<file path="src/rtl/serial_add_pkg.sv">
// Shared definitions for the bit-serial adder: FSM encodings and WIDTH limits.
package serial_add_pkg;

  typedef enum logic [1:0] {
    ST_IDLE = 2'b00,
    ST_RUN  = 2'b01,
    ST_DONE = 2'b10
  } state_t;

  localparam int MIN_WIDTH = 2;
  localparam int MAX_WIDTH = 32;

  function automatic bit width_legal(input int w);
    return (w >= MIN_WIDTH) && (w <= MAX_WIDTH);
  endfunction

endpackage

</file>
<file path="src/rtl/serial_add_ctrl_full_adder.sv">
// One-bit full adder assembled from two half adders; the single arithmetic cell
// that the serial sequencer steps across the operands.
module half_adder (
  input  logic x,
  input  logic y,
  output logic s,
  output logic c
);
  assign s = x ^ y;
  assign c = x & y;
endmodule

module full_adder (
  input  logic x,
  input  logic y,
  input  logic ci,
  output logic s,
  output logic co
);
  logic s1, c1, c2;

  half_adder u_ha0 (.x(x),  .y(y),  .s(s1), .c(c1));
  half_adder u_ha1 (.x(s1), .y(ci), .s(s),  .c(c2));

  // Both half-adder carries can never be high together, so OR is the full carry.
  assign co = c1 | c2;
endmodule

</file>
<file path="src/rtl/serial_add_ctrl.sv">
// Bit-serial add sequencer: accept {a,b,cin}, ripple one bit per clock LSB-first
// through a single full adder, then present {cout,sum} until taken.
module serial_add_ctrl
  import serial_add_pkg::*;
#(
  parameter int WIDTH = 8
) (
  input  logic             clk,
  input  logic             rst_n,
  input  logic             in_valid,
  output logic             in_ready,
  input  logic [WIDTH-1:0] a,
  input  logic [WIDTH-1:0] b,
  input  logic             cin,
  output logic             out_valid,
  input  logic             out_ready,
  output logic [WIDTH-1:0] sum,
  output logic             cout,
  output logic             busy
);
  localparam int CNT_W = $clog2(WIDTH);
  localparam logic [CNT_W-1:0] CNT_LAST = CNT_W'(WIDTH - 1);

  if (!width_legal(WIDTH)) begin : g_width_check
    $error("serial_add_ctrl: WIDTH out of range");
  end

  state_t           state, state_nxt;
  logic [WIDTH-1:0] opa, opb;
  logic             carry;
  logic [CNT_W-1:0] cnt;
  logic             s_bit, carry_nxt;
  logic             accept, last;

  assign in_ready  = (state == ST_IDLE);
  assign out_valid = (state == ST_DONE);
  assign busy      = (state != ST_IDLE);
  assign accept    = in_valid && in_ready;
  assign last      = (cnt == CNT_LAST);

  full_adder u_fa (.x(opa[0]), .y(opb[0]), .ci(carry), .s(s_bit), .co(carry_nxt));

  always_ff @(posedge clk or negedge rst_n) begin
    if (!rst_n) state <= ST_IDLE;
    else        state <= state_nxt;
  end

  always_comb begin
    state_nxt = state;
    case (state)
      ST_IDLE: if (accept)    state_nxt = ST_RUN;
      ST_RUN:  if (last)      state_nxt = ST_DONE;
      ST_DONE: if (out_ready) state_nxt = ST_IDLE;
      default:                state_nxt = ST_IDLE;
    endcase
  end

  always_ff @(posedge clk or negedge rst_n) begin
    if (!rst_n) begin
      opa   <= '0;
      opb   <= '0;
      carry <= 1'b0;
      cnt   <= '0;
      sum   <= '0;
      cout  <= 1'b0;
    end else if (accept) begin
      opa   <= a;
      opb   <= b;
      carry <= cin;
      cnt   <= '0;
      sum   <= '0;
    end else if (state == ST_RUN) begin
      opa   <= opa >> 1;
      opb   <= opb >> 1;
      carry <= carry_nxt;
      sum   <= {s_bit, sum[WIDTH-1:1]};
      // Park the counter at zero on the final bit rather than letting it wrap.
      cnt   <= last ? '0 : cnt + 1'b1;
      if (last) cout <= carry_nxt;
    end
  end

endmodule

</file>
<file path="config.mk">
export PLATFORM = sky130hd
export DESIGN_NAME = serial_add_ctrl
export DESIGN_NICKNAME = d
export VERILOG_FILES = /design/src/rtl/serial_add_pkg.sv /design/src/rtl/serial_add_ctrl_full_adder.sv /design/src/rtl/serial_add_ctrl.sv
export SDC_FILE = /design/constraint.sdc
export NUM_CORES = 1
export LEC_CHECK = 0
export ABC_AREA = 1
export CAP_MARGIN = 25
export CORE_UTILIZATION = 52
export CTS_CLUSTER_DIAMETER = 120
export DETAILED_ROUTE_END_ITERATION = 16
export PLACE_DENSITY = 0.83
export SLEW_MARGIN = 15
export SYNTH_ARGS = -nofsm -noshare
export SYNTH_HDL_FRONTEND = slang
export SYNTH_HIERARCHICAL = 1
export SYNTH_SLANG_ARGS = --single-unit
export TNS_END_PERCENT = 100
</file>
<file path="constraint.sdc">
create_clock -name clk -period 3.33 [get_ports clk]
set_input_delay 0.666 -clock clk [delete_from_list [all_inputs] [get_ports clk]]
set_output_delay 0.666 -clock clk [all_outputs]
set_load 0.02 [all_outputs]
</file>
Yosys cells after proc, flatten, opt, wreduce, memory -nomap -nowiden --
Index checks and enable logic that the tools add are counted.
Operators by class: add/sub/neg operators 1, equal/unequal tests 6, multiplexer cells 15, bitwise gates (word level) 6, reduce and logical (&&, ||, !) cells 6
Operators by type and width (count):
- two-way mux 8 bit | 6
- two-way mux 3 bit | 3
- two-way mux 2 bit | 3
- one-hot mux 2 bit (3 select lines) | 1
- AND reduction 3 bit | 2
- != test 2 x 1 -> 1 bit (second input constant) | 2
- nonzero test 2 bit | 2
- adder 3 x 1 -> 3 bit (second input constant) | 1
- equality test 3 bit (second input constant) | 1
- bitwise AND 1 bit | 2
- equality test 2 x 1 -> 1 bit (second input constant) | 1
- equality test 2 bit (second input constant) | 1
- zero test 2 bit | 1
- two-way mux 1 bit | 2
- != test 2 bit (second input constant) | 1
- bitwise XOR 1 bit | 2
- logical AND 1 bit | 1
- inverter 1 bit | 1
- bitwise OR 1 bit | 1
Storage, ports and cells: flip-flop bits (word level) 31, input port bits 21, output and inout bits 12, logic and storage cells 41

Longest topological paths before layout --
Gate-level depths: netlist of the first run.
depth after elaboration 5, gate-level depth with buffers 6

Cells and area by module --
Netlist of the first run, hierarchy kept.
Modules (own cells, without submodules):
- serial_add_ctrl | instances 1, cells each 156, area each 1366.3 um2
- half_adder | instances 2, cells each 1, area each 12.5 um2
- full_adder | instances 1, cells each 3, area each 11.3 um2

Least setup slack after synthesis of the first run --
No wires, ideal clock.
path kind register -> output, start point register state[0], end point output port busy, arrival time 0.924 ns, data required time 2.664 ns, slack 1.740 ns, cell stages (with the launch flop) 4, buffers on the path 1, cell sequence dfrtp_1 > nor2_1 > buf_2 > inv_1
On the way: longest elaborated chain between the ends 1
RTL lines:
- start: declaration | line serial_add_ctrl.sv:28 | state_t state, state_nxt;
- start signal: assignment | line serial_add_ctrl.sv:45 | else state <= state_nxt;
- nonzero test 2 bit | line serial_add_ctrl.sv:37 | assign busy = (state != ST_IDLE);
- end: declaration | line serial_add_ctrl.sv:19 | output logic busy
Every way passes these cells.

Worst setup path in the final report of the first run --
start point register state[0], end point output port in_ready
On the way: longest elaborated chain between the ends 1
RTL lines:
- zero test 2 bit | line serial_add_ctrl.sv:35 | assign in_ready = (state == ST_IDLE);
- end: declaration | line serial_add_ctrl.sv:11 | output logic in_ready,
Every way passes these cells.

==> results.toml, run 1 <==
[hold_path]
hold_path.class = "flop to flop"

[layout]
final_core_util_pct = 69.6
fillers = 220
fin_area_sq_um = 1760
drive_above_1_share_pct = 5.67
diodes = 0
stdcell_count = 224
nNetsFinal = 220
synthToLayoutAreaGrowth_pct = 25.2

[clock_network]
insertion_delay_ps = 320
cts_buffers = 5
clockRootBuffer = "clkbuf_4"
clockBufferDepth = 2
htreeDepth = 2
cts_tree = "yes"
cts_setup_buffers = 0
cts_hold_buf = 0
cts_resized = 0
cts.clk_slew.worst_paths_ps = 80
cts_num_sinks = 31

[place]
placed_area_sq_um = 1720
portBuffers = 32
dp.cells = 218
gp_congestion = 0.698
dp_hpwl_um = 1890
pre_cts_ws_ps = 1200

[die]
fp.dieW_um = 53.9
die_y_um = 53.9
io_pins = 33
die_area_sq_um = 2910
core.rowCount = 18
core-area_sq_um = 2520
floorplan.initialDensity_pct = 55.6

[routing]
routedWlPerCell_um = 12.9
vias = 1166
drtPass1Iterations = 4
first_iter_violations = 35
drt_wl_total_um = 2890
vias_per_cell = 5.21
drc = 0
antenna_left = 0

[sta]
slew_violations = 0
max_freq_mhz = 428
hold_violations = 0
period_minus_slack_ps = 2330
fin_ws_ps = 996
slew_headroom_pct = 54.4
setup_viol = 0
hold_ws_ps = 483
finalSetupTns_ps = 0
tightest_slew_ps = 682
grt_setup_unrepaired = "no"
fin_crit_sh_pct = 70.1
skew_ps = 6.75

[setup_path]
end_kind = "output port"
cp.required_ps = 2660
crit_end = "in_ready"
crit_path_start = "state[0]"
worstRegToRegCells = 4
r2r_slack_ps = 1940
cp_max_fo = 4
worstReg2RegEnd = "cnt[0]"
cp_slowest_cell = "clkdlybuf4s50_1"
max_stage_delay_ps = 650
cp_cell_sequence = "nor2_1 > clkdlybuf4s50_1"
start_kind = "flop"
path_class = "flop to output port"
cp.arrival_ps = 1670
r2r_start = "state[0]"

[pwr]
peakVddDrop_uv = 622
powerDensity_nw_per_um2 = 819
leakage_nw = 0.883
p_total_mw = 1.44

[global_route]
grt_pass1_wl_um = 4540
grt_usage_pct = 22.8
grt_pass1_vias = 989
antenna_found_initial = 0
grt_max_degree = 32
gr-total-overflow = 0

[synth]
ys_seq_area_share_pct = 55.3
synth.avg_cell_area_sq_um = 8.71
ys_warn_count = 6
netlist_area_sq_um = 1400
synth_cells = 161
syn_nets = 186
yosysUniqueCellTypes = 14
ys_ff_latch = 31

[run]
drv_cap = 0

[outcome]
status = "finished, final reports clean"
==> final cells by class <==
| type | count | area (sq um) | share of cell area (%) |
|---|---|---|---|
| sequential | 31 | 776 | 44.2 |
| clock buffer | 6 | 41.3 | 2.35 |
| multi-input combinational | 115 | 533 | 30.3 |
| tap | 30 | 37.5 | 2.14 |
| timing repair buffer | 35 | 343 | 19.5 |
| inverter | 7 | 26.3 | 1.50 |
==> cell families (layout without fill, tap and decap cells) <==
| kind of cell | count (synthesis) | in the layout | share of synthesized area, % |
|---|---|---|---|
| AOI/OAI and AO/OA | 4 | 4 | 2.32 |
| and+or+nand+nor | 107 | 107 | 32.1 |
| buffers and inverters | 15 | 48 | 6.69 |
| adders and majority gates | 4 | 4 | 3.57 |
| DFF | 31 | 31 | 55.3 |
==> worst min path at each step <==
stage | startpoint | end | slack [ps] | depth (start not counted)
CTS | opb[7] | opb[7] | 480 | 2
global placement | opb[7] | opb[7] | 460 | 2
global route | opb[1] | opb[1] | 510 | 2
detailed placement | opb[7] | opb[7] | 460 | 2
floorplan | rst_n | carry | 370 | 0
finish | opb[7] | opb[7] | 480 | 2
==> flip-flops by register name, summed over array words and instances (netlist names) <==
register	cells
cnt	3
opb	8
sum	8
opa	8
cout	1
state	2
carry	1
==> Yosys cell counts <==
cell      n  share of area [%]
buf_2     3                1.1
o22ai_1   1               0.45
buf_6     4                3.2
nand3_1  33                 12
dfrtp_1  31                 55
buf_4     1               0.54
nand2_1  72                 19
o21ai_4   1                1.2
inv_2     1               0.27
o21ai_0   2               0.71
nor2_4    1               0.80
ha_1      4                3.6
inv_1     6                1.6
nor2_1    1               0.27
==> critical path: cells and delay by family (launching register included) <==
kind	cells	cell delay, ps
buffers and inverters	1	650
DFF	1	440
and+or+nand+nor	1	250
==> cell usage in the layout (no fill, tap or decap), drive strengths merged <==
cell type and n:
nand2 72, nand3 33, clkdlybuf4s50 32, dfrtp 31
inv 7, clkbuf 6, ha 4, buf 3
o21ai 3, nor2 2, o22ai 1
==> layer usage <==
metal	part of all wire (%)	global-route usage (%)	wire length, um	vias to the layer above
li1	-	-	-	581
met1	48	29.1	1380	542
met2	45	35.4	1300	37
met3	6.6	8.47	190	6
met4	0.73	7.89	21	0
met5	0	0	0	-
==> power by group <==
group	leakage, nW	total [mW]	switching [mW]	internal (mW)
sequential	0.402	0.624	0.0989	0.525
combinational	0.456	0.626	0.367	0.258
clock	0.0242	0.189	0.114	0.0749
Note: power is estimated with default switching activity, not from simulation.
==> inputs of run 2 (changes only) <==
--- a/config.mk
+++ b/config.mk
@@ -7,10 +7,10 @@
 export LEC_CHECK = 0
 export ABC_AREA = 1
 export CAP_MARGIN = 25
-export CORE_UTILIZATION = 52
+export CORE_UTILIZATION = 44
 export CTS_CLUSTER_DIAMETER = 120
 export DETAILED_ROUTE_END_ITERATION = 16
-export PLACE_DENSITY = 0.83
+export PLACE_DENSITY = 0.75
 export SLEW_MARGIN = 15
 export SYNTH_ARGS = -nofsm -noshare
 export SYNTH_HDL_FRONTEND = slang
==> constraint.sdc (replaced) <==
create_clock -name clk -period 1.9 [get_ports clk]
set_input_delay 0.38 -clock clk [delete_from_list [all_inputs] [get_ports clk]]
set_output_delay 0.38 -clock clk [all_outputs]
set_load 0.02 [all_outputs]
==> run 2 against run 1 <==
  * Via count grew 3.3%
  * Non-clock buffer count increased by 7
  * Worst setup slack worse by 880 ps
  * Critical path type unchanged
  * Largest cell class unchanged
==> results.toml, run 2 (synthesis gave the netlist of run 1 again) <==
[setup_path]
cp_cell_sequence = "buf_4 > inv_2 > nand2_1 > inv_1 > dlygate4sd2_1"
path_class = "flop to output port"
crit_family = "buffers and inverters"
cp.arrival_ps = 1400
cp_max_fo = 3
cp_slowest_cell = "dfrtp_1"
end_kind = "output port"
cp.required_ps = 1520
start_kind = "flop"
max_stage_delay_ps = 410
crit_buf_inv = 4

[place]
dp.cells = 239
portBuffers = 32
pre_cts_ws_ps = 208
dp_hpwl_um = 2040
gp_congestion = 0.736

[routing]
drtPass1Iterations = 4
routedWlPerCell_um = 12.0
drt_wl_total_um = 2960
first_iter_violations = 85
vias = 1204
vias_per_cell = 4.87
antenna_left = 0
drc = 0

[hold_path]
hold_path.class = "primary input to async pin"

[layout]
diodes = 0
final_common_cell = "nand2_1"
top_regs = "opa (8), opb (8), sum (8)"
stdcell_count = 247
drive_above_1_share_pct = 10.8
synthToLayoutAreaGrowth_pct = 31.0
nNetsFinal = 227
mostFrequentLayoutCells = "nand2_1, nand3_1, dfrtp_1, clkdlybuf4s50_1, buf_4"

[die]
io_pins = 33
core.rowCount = 20
floorplan.initialDensity_pct = 46.3
die_y_um = 58.5
core-area_sq_um = 3030
die_area_sq_um = 3420
fp.dieW_um = 58.5

[sta]
max_freq_mhz = 561
tightest_slew_ps = 425
slew_headroom_pct = 71.6
hold_violations = 0
period_minus_slack_ps = 1780
skew_ps = 5.72
grt_setup_unrepaired = "no"
slew_violations = 0
finalSetupTns_ps = 0
fin_crit_sh_pct = 93.8
fin_ws_ps = 118
setup_viol = 0
hold_ws_ps = 427

[global_route]
busiest_layer = "met2"
antenna_found_initial = 0
grt_pass1_wl_um = 5060
grt_use_met2_pct = 30.5
grt_max_degree = 32
grt_pass1_vias = 1162
grt_usage_pct = 20.2
grt_util_met3_pct = 8.57
gr-total-overflow = 0
grt_util_met1_pct = 26.4

[clock_network]
cts_num_sinks = 31
htreeDepth = 2
cts_hold_buf = 0
clockBufferDepth = 2
clockRootBuffer = "clkbuf_4"
insertion_delay_ps = 340
cts_tree = "yes"
cts_buffers = 5
cts.clk_slew.worst_paths_ps = 100

[pwr]
p_total_mw = 2.62
peakVddDrop_uv = 801
powerDensity_nw_per_um2 = 1420
leakage_nw = 0.935

[outcome]
status = "finished, final reports clean"

[run]
drv_cap = 0
==> run 2: changes by cell type in the layout (fill, tap and decap cells not counted) <==
| cell | change |
|---|---|
| buf_4 | +7 |
| clkdlybuf4s50_1 | -3 |
| clkinv_2 | +3 |
| dlygate4sd2_1 | +3 |
| clkbuf_1 | -1 |
| nor2_1 | -1 |
| nor2_2 | +1 |
==> run 2: per-stage QoR <==
| stage | utilization, % | area (sq um) |
|---|---|---|
| after global routing | 60.7 | 1840 |
| final | 60.7 | 1840 |
| after CTS | 60.7 | 1840 |
| after floorplan | - | 1400 |
| after global placement | 59.0 | 1790 |
| after detailed placement | 59.0 | 1790 |
==> run 2: layer usage <==
metal | vias up | part of all wire [%]
met2 | 31 | 44
met4 | 0 | 1.4
met3 | 5 | 7.2
met5 | - | 0
li1 | 596 | -
met1 | 572 | 47
==> run 2: worst register-to-register path: cells and delay by family, from the launching register on <==
family	cells	cell delay [ps]
simple gates	3	470
buf+inv	3	450
flops	1	380
==> run 2: final timing paths <==
path / startpoint / endpoint / slack (ps) / depth (start not counted)
worst max-delay path: state[0] / out_valid / 120 / 5
worst min-delay path: rst_n / cout / 430 / 2
worst max register to register: state[0] / sum[4] / 560 / 6
worst min register to register: opa[7] / opa[7] / 480 / 2
max in group asynchronous: rst_n / opa[7] / 1180 / 2
min in group clk: opa[7] / opa[7] / 480 / 2
==> run 2: where the power goes <==
group / total, mW / switching (mW) / leakage [nW] / internal [mW]
logic: 1.17 / 0.666 / 0.499 / 0.501
clock network: 0.370 / 0.233 / 0.0347 / 0.137
registers: 1.08 / 0.160 / 0.402 / 0.920
total: 2.62 / 1.06 / 0.935 / 1.56
==> run 2: area by class of cell <==
class | instances | area (sq um)
repair buffers | 42 | 392
clock buffers | 5 | 37.5
well taps | 44 | 55.1
flip-flops and latches | 31 | 776
clock inverters | 3 | 15.0
multi-input cells | 115 | 536
fillers | 267 | 1190
inverters | 7 | 26.3
==> run 2: timing repair <==
action / 4_1_cts / 5_1_grt
hold endpoints to repair: 0 / 0
setup endpoints to repair: 3 / 0
setup buffers: 0 / 0
gates resized for setup: 4 / 0
==> inputs of run 3 (changes only) <==
--- a/config.mk
+++ b/config.mk
@@ -10,6 +10,7 @@
 export CORE_UTILIZATION = 44
 export CTS_CLUSTER_DIAMETER = 120
 export DETAILED_ROUTE_END_ITERATION = 16
+export GPL_ROUTABILITY_DRIVEN = 0
 export PLACE_DENSITY = 0.75
 export SLEW_MARGIN = 15
 export SYNTH_ARGS = -nofsm -noshare
==> results of run 3 <==
Final layout, timing and power as in run 2 (identical DEF).
